**config.mk**
```make
export PLATFORM = sky130hd
export DESIGN_NAME = fetch_unit_flat
export DESIGN_NICKNAME = d
export VERILOG_FILES = /design/src/rtl/fetch_if.sv /design/src/rtl/fetch_unit.sv /design/src/flat_wrapper.sv
export SDC_FILE = /design/constraint.sdc
export NUM_CORES = 1
export LEC_CHECK = 0
export CAP_MARGIN = 10
export CELL_PAD_IN_SITES_DETAIL_PLACEMENT = 0
export CELL_PAD_IN_SITES_GLOBAL_PLACEMENT = 1
export CORE_MARGIN = 1
export CORE_UTILIZATION = 25
export DETAILED_ROUTE_END_ITERATION = 6
export PLACE_DENSITY_LB_ADDON = 0.1
export REMOVE_ABC_BUFFERS = 1
export SYNTH_ARGS = -nofsm -noshare
export SYNTH_HDL_FRONTEND = slang
export SYNTH_SLANG_ARGS = --single-unit
```
**constraint.sdc**
```tcl
create_clock -name clk -period 5.45 [get_ports clk]
set_clock_uncertainty 0.05 [all_clocks]
set_input_delay 1.09 -clock clk [delete_from_list [all_inputs] [get_ports clk]]
set_output_delay 1.09 -clock clk [all_outputs]
set_load 0.02 [all_outputs]
```
**src/rtl/fetch_if.sv**
```systemverilog
// Bundle of signals between fetch_unit and its neighbours: next-PC logic,
// instruction memory, and the decode-side fetch queue.
interface fetch_if #(
  parameter int WIDTH_PC   = 32,
  parameter int WIDTH_INST = 32
);
  logic [WIDTH_PC-1:0]   npc;
  logic                  risk_Ctrl;
  logic [WIDTH_PC-1:0]   current_pc;
  logic [WIDTH_INST-1:0] inst;
  logic                  stop_IF;
  logic [WIDTH_PC-1:0]   imem_addr;
  logic [WIDTH_INST-1:0] imem_rdata;
  logic                  imem_rdy;
  logic                  id_valid;
  logic [WIDTH_PC-1:0]   id_pc;
  logic [WIDTH_INST-1:0] id_inst;
  logic                  id_ready;
  logic [15:0]           flush_cnt;

  // Decode handshake: an entry transfers on every rising edge where
  // id_valid && id_ready; id_valid never depends on id_ready, and id_pc/id_inst
  // are meaningful only while id_valid is high.
  modport slave (
    input  npc, risk_Ctrl, imem_rdata, imem_rdy, id_ready,
    output current_pc, inst, stop_IF, imem_addr, id_valid, id_pc, id_inst, flush_cnt
  );

  modport master (
    output npc, risk_Ctrl, imem_rdata, imem_rdy, id_ready,
    input  current_pc, inst, stop_IF, imem_addr, id_valid, id_pc, id_inst, flush_cnt
  );
endinterface

```
**src/rtl/fetch_unit.sv**
```systemverilog
// Instruction-fetch stage: owns the PC register and a DEPTH-entry {pc, inst}
// queue toward decode; redirects flush the queue and are counted.
module fetch_unit #(
  parameter int                WIDTH_PC   = 32,
  parameter int                WIDTH_INST = 32,
  parameter int                DEPTH      = 2,
  parameter logic [WIDTH_PC-1:0] RESET_PC = '0
) (
  input  logic   clk,
  input  logic   rst,
  fetch_if.slave bus
);
  localparam int AW = (DEPTH > 1) ? $clog2(DEPTH) : 1;
  localparam logic [AW:0]   DEPTH_C   = (AW + 1)'(DEPTH);
  localparam logic [AW:0]   CNT_ONE   = (AW + 1)'(1);
  localparam logic [AW-1:0] PTR_ONE   = AW'(1);

  logic [WIDTH_PC-1:0]   pc_q;
  logic [WIDTH_PC-1:0]   pc_mem   [DEPTH];
  logic [WIDTH_INST-1:0] inst_mem [DEPTH];
  logic [AW-1:0]         wr_ptr_q, rd_ptr_q;
  logic [AW:0]           count_q;
  logic [15:0]           flush_cnt_q;

  logic full, empty, stop_if, fire, pop;

  assign full    = (count_q == DEPTH_C);
  assign empty   = (count_q == '0);
  // Deliberately independent of id_ready so decode never feeds next-PC logic.
  assign stop_if = (~bus.imem_rdy | full) & ~bus.risk_Ctrl;
  assign fire    = ~stop_if & ~bus.risk_Ctrl;
  assign pop     = ~empty & bus.id_ready & ~bus.risk_Ctrl;

  assign bus.current_pc = pc_q;
  assign bus.imem_addr  = pc_q;
  assign bus.inst       = bus.imem_rdata;
  assign bus.stop_IF    = stop_if;
  assign bus.id_valid   = ~empty;
  assign bus.id_pc      = pc_mem[rd_ptr_q];
  assign bus.id_inst    = inst_mem[rd_ptr_q];
  assign bus.flush_cnt  = flush_cnt_q;

  // Storage needs no reset: entries are only visible through valid pointers.
  always_ff @(posedge clk) begin
    if (fire) begin
      pc_mem[wr_ptr_q]   <= pc_q;
      inst_mem[wr_ptr_q] <= bus.imem_rdata;
    end
  end

  always_ff @(posedge clk) begin
    if (rst) begin
      pc_q        <= RESET_PC;
      wr_ptr_q    <= '0;
      rd_ptr_q    <= '0;
      count_q     <= '0;
      flush_cnt_q <= '0;
    end else if (bus.risk_Ctrl) begin
      // Redirect wins over push, pop and memory wait.
      pc_q     <= bus.npc;
      wr_ptr_q <= '0;
      rd_ptr_q <= '0;
      count_q  <= '0;
      if (flush_cnt_q != 16'hFFFF) flush_cnt_q <= flush_cnt_q + 16'd1;
    end else begin
      if (fire) begin
        pc_q     <= bus.npc;
        wr_ptr_q <= wr_ptr_q + PTR_ONE;
      end
      if (pop) rd_ptr_q <= rd_ptr_q + PTR_ONE;
      unique case ({fire, pop})
        2'b10:   count_q <= count_q + CNT_ONE;
        2'b01:   count_q <= count_q - CNT_ONE;
        default: count_q <= count_q;
      endcase
    end
  end
endmodule

```
**src/flat_wrapper.sv**
```systemverilog
// flat-port wrapper written by rule: the top's interface ports become plain ports
module fetch_unit_flat 
#(
  parameter int                WIDTH_PC   = 32,
  parameter int                WIDTH_INST = 32,
  parameter int                DEPTH      = 2,
  parameter logic [WIDTH_PC-1:0] RESET_PC = '0
)
  (clk, rst, bus_npc, bus_risk_Ctrl, bus_imem_rdata, bus_imem_rdy, bus_id_ready, bus_current_pc, bus_inst, bus_stop_IF, bus_imem_addr, bus_id_valid, bus_id_pc, bus_id_inst, bus_flush_cnt);
  fetch_if #(.WIDTH_PC(WIDTH_PC), .WIDTH_INST(WIDTH_INST)) bus_i ();
  input  logic clk;
  input  logic rst;
  input wire logic [$bits(bus_i.npc)-1:0] bus_npc;
  input wire logic [$bits(bus_i.risk_Ctrl)-1:0] bus_risk_Ctrl;
  input wire logic [$bits(bus_i.imem_rdata)-1:0] bus_imem_rdata;
  input wire logic [$bits(bus_i.imem_rdy)-1:0] bus_imem_rdy;
  input wire logic [$bits(bus_i.id_ready)-1:0] bus_id_ready;
  output wire logic [$bits(bus_i.current_pc)-1:0] bus_current_pc;
  output wire logic [$bits(bus_i.inst)-1:0] bus_inst;
  output wire logic [$bits(bus_i.stop_IF)-1:0] bus_stop_IF;
  output wire logic [$bits(bus_i.imem_addr)-1:0] bus_imem_addr;
  output wire logic [$bits(bus_i.id_valid)-1:0] bus_id_valid;
  output wire logic [$bits(bus_i.id_pc)-1:0] bus_id_pc;
  output wire logic [$bits(bus_i.id_inst)-1:0] bus_id_inst;
  output wire logic [$bits(bus_i.flush_cnt)-1:0] bus_flush_cnt;
  assign bus_i.npc = bus_npc;
  assign bus_i.risk_Ctrl = bus_risk_Ctrl;
  assign bus_i.imem_rdata = bus_imem_rdata;
  assign bus_i.imem_rdy = bus_imem_rdy;
  assign bus_i.id_ready = bus_id_ready;
  assign bus_current_pc = bus_i.current_pc;
  assign bus_inst = bus_i.inst;
  assign bus_stop_IF = bus_i.stop_IF;
  assign bus_imem_addr = bus_i.imem_addr;
  assign bus_id_valid = bus_i.id_valid;
  assign bus_id_pc = bus_i.id_pc;
  assign bus_id_inst = bus_i.id_inst;
  assign bus_flush_cnt = bus_i.flush_cnt;
  fetch_unit #(.WIDTH_PC(WIDTH_PC), .WIDTH_INST(WIDTH_INST), .DEPTH(DEPTH), .RESET_PC(RESET_PC)) u_core (.clk(clk), .rst(rst), .bus(bus_i));
endmodule
```
==> key figures, run 1 <==
Cells and area
  • Multi-input gate area in the final layout: approximately 1800 um2
  • Most common cell after layout, fill and taps aside: clkdlybuf4s50_1
  • Diodes inserted: 0
  • Layout-stage area growth over the synthesis result: 41.7%
  • Final core utilization: a little over a third
  • Sequential cell area: 4910 um2
  • Count of nets after finishing: ~800
  • Commonest cells after routing, fill and taps aside: clkdlybuf4s50_1 (245), edfxtp_1 (128), nand2_1 (69), mux2_2 (65), dfxtp_1 (52)
  • Fillers: roughly 2800
  • Share of final-layout standard cells stronger than drive strength 1: 15.6%

Routing
  • First-pass iteration count of the detailed router: 4
  • Total wirelength of the detailed-routed design: 17700 um
  • Number of vias per cell after detailed routing: between 4 and 5
  • Routed wire per std cell: 16.1 um
  • Number of routed nets with antenna violations: 0
  • Routed vias: 4671
  • First-iteration detailed-routing DRC count: 170
  • Post-route DRC violation count: 0

Timing
  • Post-route fraction of the period consumed by the critical path: roughly 67%
  • Final Hold Violating Endpoints: 0
  • Final Max Tran Viols: 0
  • Number of failing setup endpoints in the final timing report: 0
  • Transition at the pin with the smallest max-transition slack: between 1000 and 1500 ps
  • RSZ-0062 raised after global routing: false
  • Min cycle time layout: roughly 3700 ps
  • Summed negative setup slack over all endpoints: 0 ps
  • Achievable clock frequency: roughly 0.27 GHz
  • Slew HR: between 20% and 30%

Floorplan
  • Number of rows created at floorplan: 61
  • Placeable core area: roughly 28000 um2
  • Die height: 172 um
  • Starting density of the core: about a quarter
  • Top Ports: approximately 250
  • Die Footprint: 29500 um2
  • Horizontal die dimension: about 170 um

Critical path
  • Maximum cell stage delay along the critical path: ~610 ps
  • Data arrival at the endpoint of the critical path: 2530 ps
  • Number of logic stages on the critical path including buffering: 5
  • Startpoint kind of the worst setup timing path: primary input
  • R2R depth: 4
  • Chain of cells forming the critical path: clkdlybuf4s50_1 -> buf_4 -> a21o_1 -> inv_1 -> clkdlybuf4s50_1
  • Crit-path leading delay family: buffers and inverters
  • Cell repeated most along the worst path: clkdlybuf4s50_1
  • Highest-delay cell along the critical path: clkdlybuf4s50_1
  • Sort of element at the end of the critical path: output pin
  • Max Fanout on Critical Path: 16
  • CP required: approximately 4300 ps
  • Sum of buffers and inverters on the critical path: 4
  • Classification of the worst setup path: primary input to output pin

Global routing
  • Via count of the first global-routing pass: approximately 4500
  • Pin count of the biggest net entering global routing: 65
  • Antenna violations before repair: 0
  • Global-route wire length before repair: about 26000 um
  • Total global-route track usage: a little under an eighth
  • Overall overflow remaining after global route: 0

Yosys
  • Syn_area_per_cell: approximately 14 um2
  • Cell type contributing the most total cell area after synthesis: edfxtp_1
  • Cells after synthesis: around 520
  • Netlist area before placement: around 7000 um2
  • Largest cells by area after synthesis: edfxtp_1 (53%), dfxtp_1 (15%), mux2_2 (10%)
  • Synth warnings: 0
  • Compound-Gate Fraction of Synth Area: under 10%
  • Top-area cell type share of the netlist area: 53.3%
  • XOR/XNOR share of the synthesized area: less than 1%
  • Distinct cell type count after synthesis: 36
  • Simple-Gate Fraction of Synth Area: approximately 8.3%
  • Adder-cell share of the synthesized area: 0.347%
  • Dominant combinational cell family by area after synthesis: multiplexers
  • Sequential area share after synthesis: approximately two thirds
  • FF+latch count, synth: ~180
  • Mux share of post-synthesis cell area: roughly 10%

Clock tree
  • CTS tree: done
  • Number of clock sinks: about 180
  • Clock insertion delay at the later pin of the skew report: ~420 ps
  • Setup fix buffers added after clock tree synthesis: 0
  • Clock buffers created by TritonCTS: 17
  • H-tree levels: 4
  • Clock-pin slew on the worst setup and hold paths: ~70 ps
  • Buffers from clock root to sink, at most: 2
  • Cts repair resizes: 0
  • Total of hold buffers inserted after clock tree synthesis: 0
  • Clock root cell: clkbuf_16

Power
  • Peak supply drop: ~170 uV
  • Leakage power: ~3.4 nW
  • Power density over cell area: a little over 300 nW/um2

Run
  • Max-cap check violation count: 0

Placed design
  • Number of port buffers: approximately 250
  • Gpl congestion: approximately 0.73
  • Half-perimeter wire length of the detailed placement result: about 11000 um

Status
  • Run status: finished, final reports clean

Hold path
  • Cell depth of the worst min-delay path: 2
  • Hold Path Class: flip-flop to flip-flop
## kinds of logic (layout without fill, tap and decap cells)
logic type | count (synthesis) | in the layout
AO/OA/AOI/OAI | 57 | 57
XOR/XNOR | 7 | 7
adder cells (fa/ha/maj) | 2 | 2
buffers and inverters | 87 | 286
flip-flops | 181 | 181
multiplexers | 66 | 66
AND/OR/NAND/NOR | 124 | 124
## cell usage after synthesis
master	n
a211oi_1	2
a21o_1	1
a21oi_1	43
and2_1	2
and3_1	1
and4_1	3
and4bb_2	1
buf_1	4
buf_2	1
buf_4	64
clkbuf_1	16
dfxtp_1	53
edfxtp_1	128
ha_1	2
inv_1	2
mux2_2	65
mux2i_1	1
nand2_1	69
nand2b_1	1
nand3_1	2
nand3b_1	1
nand4_1	7
nand4_2	2
nor2_1	13
nor2b_1	1
nor3_1	8
nor4_2	1
o21ai_0	5
o311a_1	1
o31ai_1	4
o41ai_1	1
or2_2	3
or3_1	6
or4_1	3
xnor2_1	3
xor2_1	4
## path summary, 6_finish.rpt
kind,endpoint,slack [ps],start
hold / removal,u_core.bus.current_pc[15]$_SDFFE_PP0P_,450,u_core.bus.current_pc[15]$_SDFFE_PP0P_
hold reg to reg,u_core.bus.current_pc[15]$_SDFFE_PP0P_,450,u_core.bus.current_pc[15]$_SDFFE_PP0P_
setup reg to reg,u_core.inst_mem[1][1]$_DFFE_PP_,3290,u_core.count_q[0]$_SDFFE_PP0P_
setup / recovery,bus_stop_IF,1780,bus_risk_Ctrl
## metal layers
layer | vias up | wire length [um] | part of all wire (%) | track usage [%]
met1 | 2286 | 7840 | 44 | 14.8
met2 | 166 | 8640 | 49 | 19.9
met3 | 7 | 1120 | 6.3 | 3.18
li1 | 2212 | - | - | -
met5 | - | 0 | 0 | 0
met4 | 0 | 134 | 0.76 | 3.35
## tightest hold or removal path, cell delays in order (launching register included)
cell and delay, ps:
dfxtp_1 340, nand2_1 60, a21oi_1 50
## per-stage QoR
stage                     setup slack, ps  area (um2)  power, W  std cells  hold WS, ps
after floorplan                       900        6650   0.00170        439          470
after global placement               1740        9640   0.00194       1069          426
after detailed placement             1750        9640   0.00194       1069          439
after CTS                            1750       10200   0.00316       1101          450
after global routing                 1720       10200   0.00322       1101          476
final                                1780       10200   0.00311       1101          450
## power breakdown
group / internal (W) / switching [W] / total, W / leakage (nW)
clock network: 0.000644 / 0.000556 / 0.00120 / 0.266
registers: 0.00152 / 0.0000307 / 0.00155 / 1.62
logic: 0.000180 / 0.000176 / 0.000356 / 1.55
## cell type report
type	count	area share, %
Sequential cell	181	48.0
Multi-Input combinational cell	256	17.1
Clock buffer	18	4.20
Inverter	2	0.0735
Clock inverter	14	1.43
Tap cell	378	4.63
Timing Repair Buffer	252	24.5
## state kept, by name, indices dropped and copies added (netlist names), named ones only
signal / flops
u_core.bus.current_pc: 32
u_core.inst_mem: 64
u_core.rd_ptr_q: 1
u_core.bus.flush_cnt: 16
u_core.count_q: 2
u_core.pc_mem: 64
u_core.wr_ptr_q: 1
No activity file was read; power rests on OpenSTA's default activity.
==> run 2: changes to the inputs <==
Clock period 5.45 ns to 3 ns, I/O delays scaled along.
==> run 2 against run 1 <==
Against the previous run: total power rose by 83%; routed wire length is 1.1% higher; sequential share of layout area shrank 0.32 points; core utilization up 0.24 points; highest routed layer unchanged.
==> key figures, run 2 (synthesis gave the netlist of run 1 again) <==
Hold path
  • End point of the worst hold path: u_core.bus.current_pc[15]$_SDFFE_PP0P_
  • Cell depth of the worst min-delay path: 2 (unchanged)
  • Hold Path Class: flip-flop to flip-flop
  • Startpoint of the most critical hold path: u_core.bus.current_pc[15]$_SDFFE_PP0P_

Clock tree
  • Setup fix buffers added after clock tree synthesis: 0 (unchanged)
  • Buffers from clock root to sink, at most: 2 (unchanged)
  • Clock insertion delay at the later pin of the skew report: 420 ps (about the same)
  • Clock-pin slew on the worst setup and hold paths: 70 ps (about the same)
  • Cts repair resizes: 0 (unchanged)
  • H-tree levels: 4 (unchanged)
  • Clock root cell: clkbuf_16
  • Clock buffers created by TritonCTS: 17 (unchanged)
  • CTS tree: done
  • Total of hold buffers inserted after clock tree synthesis: 0 (unchanged)
  • Number of clock sinks: 181 (unchanged)

Timing
  • RSZ-0062 raised after global routing: false
  • Achievable clock frequency: 0.364 GHz
  • Slew HR: 55.7% (+33 points)
  • Final Max Tran Viols: 0 (unchanged)
  • Min cycle time layout: around 2700 ps
  • Final Hold Violating Endpoints: 0 (unchanged)
  • Transition at the pin with the smallest max-transition slack: 656 ps (-504 ps)
  • Post-route fraction of the period consumed by the critical path: between 90% and 100%
  • Number of failing setup endpoints in the final timing report: 0 (unchanged)

Routing
  • Number of routed nets with antenna violations: 0 (unchanged)
  • First-iteration detailed-routing DRC count: 184 (+8.2%)
  • Total wirelength of the detailed-routed design: 17900 um (+1.1%)
  • First-pass iteration count of the detailed router: 4 (unchanged)
  • Number of vias per cell after detailed routing: 4.26 (+0.40%)
  • Routed wire per std cell: 16.3 um (+0.91%)
  • Post-route DRC violation count: 0 (unchanged)
  • Routed vias: 4698 (+0.58%)

Critical path
  • Max Fanout on Critical Path: 64 (+48)
  • Data arrival at the endpoint of the critical path: 2100 ps (-430 ps)
  • Startpoint kind of the worst setup timing path: flip-flop
  • CP required: 2350 ps (-1960 ps)
  • Endpoint of the lowest-slack register-to-register path: u_core.bus.flush_cnt[9]$_SDFFE_PP0P_
  • Sort of element at the end of the critical path: output pin
  • Launch instance of the worst register-to-register path: u_core.bus.flush_cnt[0]$_SDFFE_PP0P_
  • Classification of the worst setup path: flip-flop to output pin
  • R2R depth: 6 (+2)
  • Setup slack of the most critical reg-to-reg path: 950 ps (-2340 ps)

Global routing
  • Global-route wire length before repair: 25600 um (-0.35%)
  • Overall overflow remaining after global route: 0 (unchanged)
  • Via count of the first global-routing pass: 4573 (+1.4%)
  • Antenna violations before repair: 0 (unchanged)
  • Pin count of the biggest net entering global routing: 65 (unchanged)
  • Total global-route track usage: 11.7% (-0.073 points)

Floorplan
  • Horizontal die dimension: 172 um (unchanged)
  • Number of rows created at floorplan: 61 (unchanged)
  • Starting density of the core: 25.7% (unchanged)
  • Top Ports: 247 (unchanged)
  • Die height: 172 um (unchanged)
  • Placeable core area: 28100 um2 (unchanged)
  • Die Footprint: 29500 um2 (unchanged)

Power
  • Power density over cell area: 552 nW/um2 (+82%)
  • Leakage power: 3.47 nW (+1.1%)
  • Sum of internal, switching and leakage power: 0.00568 W (+83%)
  • Peak supply drop: 267 uV (+60%)

Cells and area
  • Share of final-layout standard cells stronger than drive strength 1: 15.9% (+0.23 points)
  • Diodes inserted: 0 (unchanged)
  • Count of nets after finishing: 783 (+0.26%)
  • Commonest cells after routing, fill and taps aside: clkdlybuf4s50_1 (245), edfxtp_1 (128), nand2_1 (69), mux2_2 (65), dfxtp_1 (52)
  • Layout-stage area growth over the synthesis result: 42.7%
  • Most common cell after layout, fill and taps aside: clkdlybuf4s50_1
  • Final core utilization: 36.6% (+0.24 points)

Placed design
  • Number of port buffers: 246 (unchanged)
  • Gpl congestion: 0.717 (-2.4%)
  • Half-perimeter wire length of the detailed placement result: 11700 um (+4.5%)

Status
  • Run status: finished, final reports clean

Run
  • Max-cap check violation count: 0 (unchanged)
## run 2: changes by cell type in the layout (fill, tap and decap cells not counted), sizes merged
cell / previous run / this run
buf: 7 / 9
clkinv: 3 / 5
clkbuf: 18 / 17
inv: 7 / 9
clkinvlp: 5 / 2
## run 2: worst max-delay path: stages (launching register included)
cell,delay (ps)
dfxtp_4,350
buf_12,320
mux2_2,390
clkdlybuf4s50_1,560
## run 2: worst max-delay path by stage
stage / startpoint / to / slack (ps) / cells after the start
2_1_floorplan: bus_risk_Ctrl / u_core.inst_mem[0][0]$_DFFE_PP_ / -1060 / 2
3_3_place_gp: bus_risk_Ctrl / u_core.bus.flush_cnt[14]$_SDFFE_PP0P_ / 320 / 6
3_5_place_dp: bus_risk_Ctrl / u_core.bus.flush_cnt[14]$_SDFFE_PP0P_ / 280 / 6
4_1_cts: flip-flop / bus_id_pc[0] / 200 / 3
5_1_grt: flip-flop / bus_id_pc[0] / 160 / 3
6_report: flip-flop / bus_id_pc[23] / 250 / 3
## run 2: cell type report
class | instances | area (um2)
multi-input cells | 256 | 1750
inverters | 2 | 7.51
fillers | 2790 | 17800
well taps | 378 | 473
clock buffers | 17 | 425
repair buffers | 254 | 2550
clock inverters | 15 | 165
flip-flops and latches | 181 | 4910
## run 2: through the flow
stage	worst slack (ps)	setup TNS [ps]	instance area, um2	hold slack (ps)	cells
2_1_floorplan	-1060	-135680	6650	470	439
3_3_place_gp	319	0	9690	434	1071
3_5_place_dp	279	0	9690	441	1071
4_1_cts	204	0	10300	451	1103
5_1_grt	158	0	10300	477	1103
6_report	253	0	10300	448	1103
## run 2: power breakdown
group | total (W) | internal (W) | switching (W) | leakage [nW]
logic | 0.000655 | 0.000330 | 0.000325 | 1.57
registers | 0.00281 | 0.00276 | 0.0000520 | 1.62
clock network | 0.00222 | 0.00119 | 0.00103 | 0.284
## run 2: per-layer routing
layer,global-route usage [%],up-vias,part of all wire [%]
met5,0,-,0
met4,3.54,0,0.74
met3,2.97,13,6.0
met2,20.3,171,49
met1,14.3,2294,44
li1,-,2220,-
==> run 3: changes to the inputs <==
Settings changed: ABC_CLOCK_PERIOD_IN_PS from default to 3000, CTS_CLUSTER_SIZE from default to 12.
==> results of run 3 <==
Same layout as run 2: the final DEF is identical, and so are final timing and power.
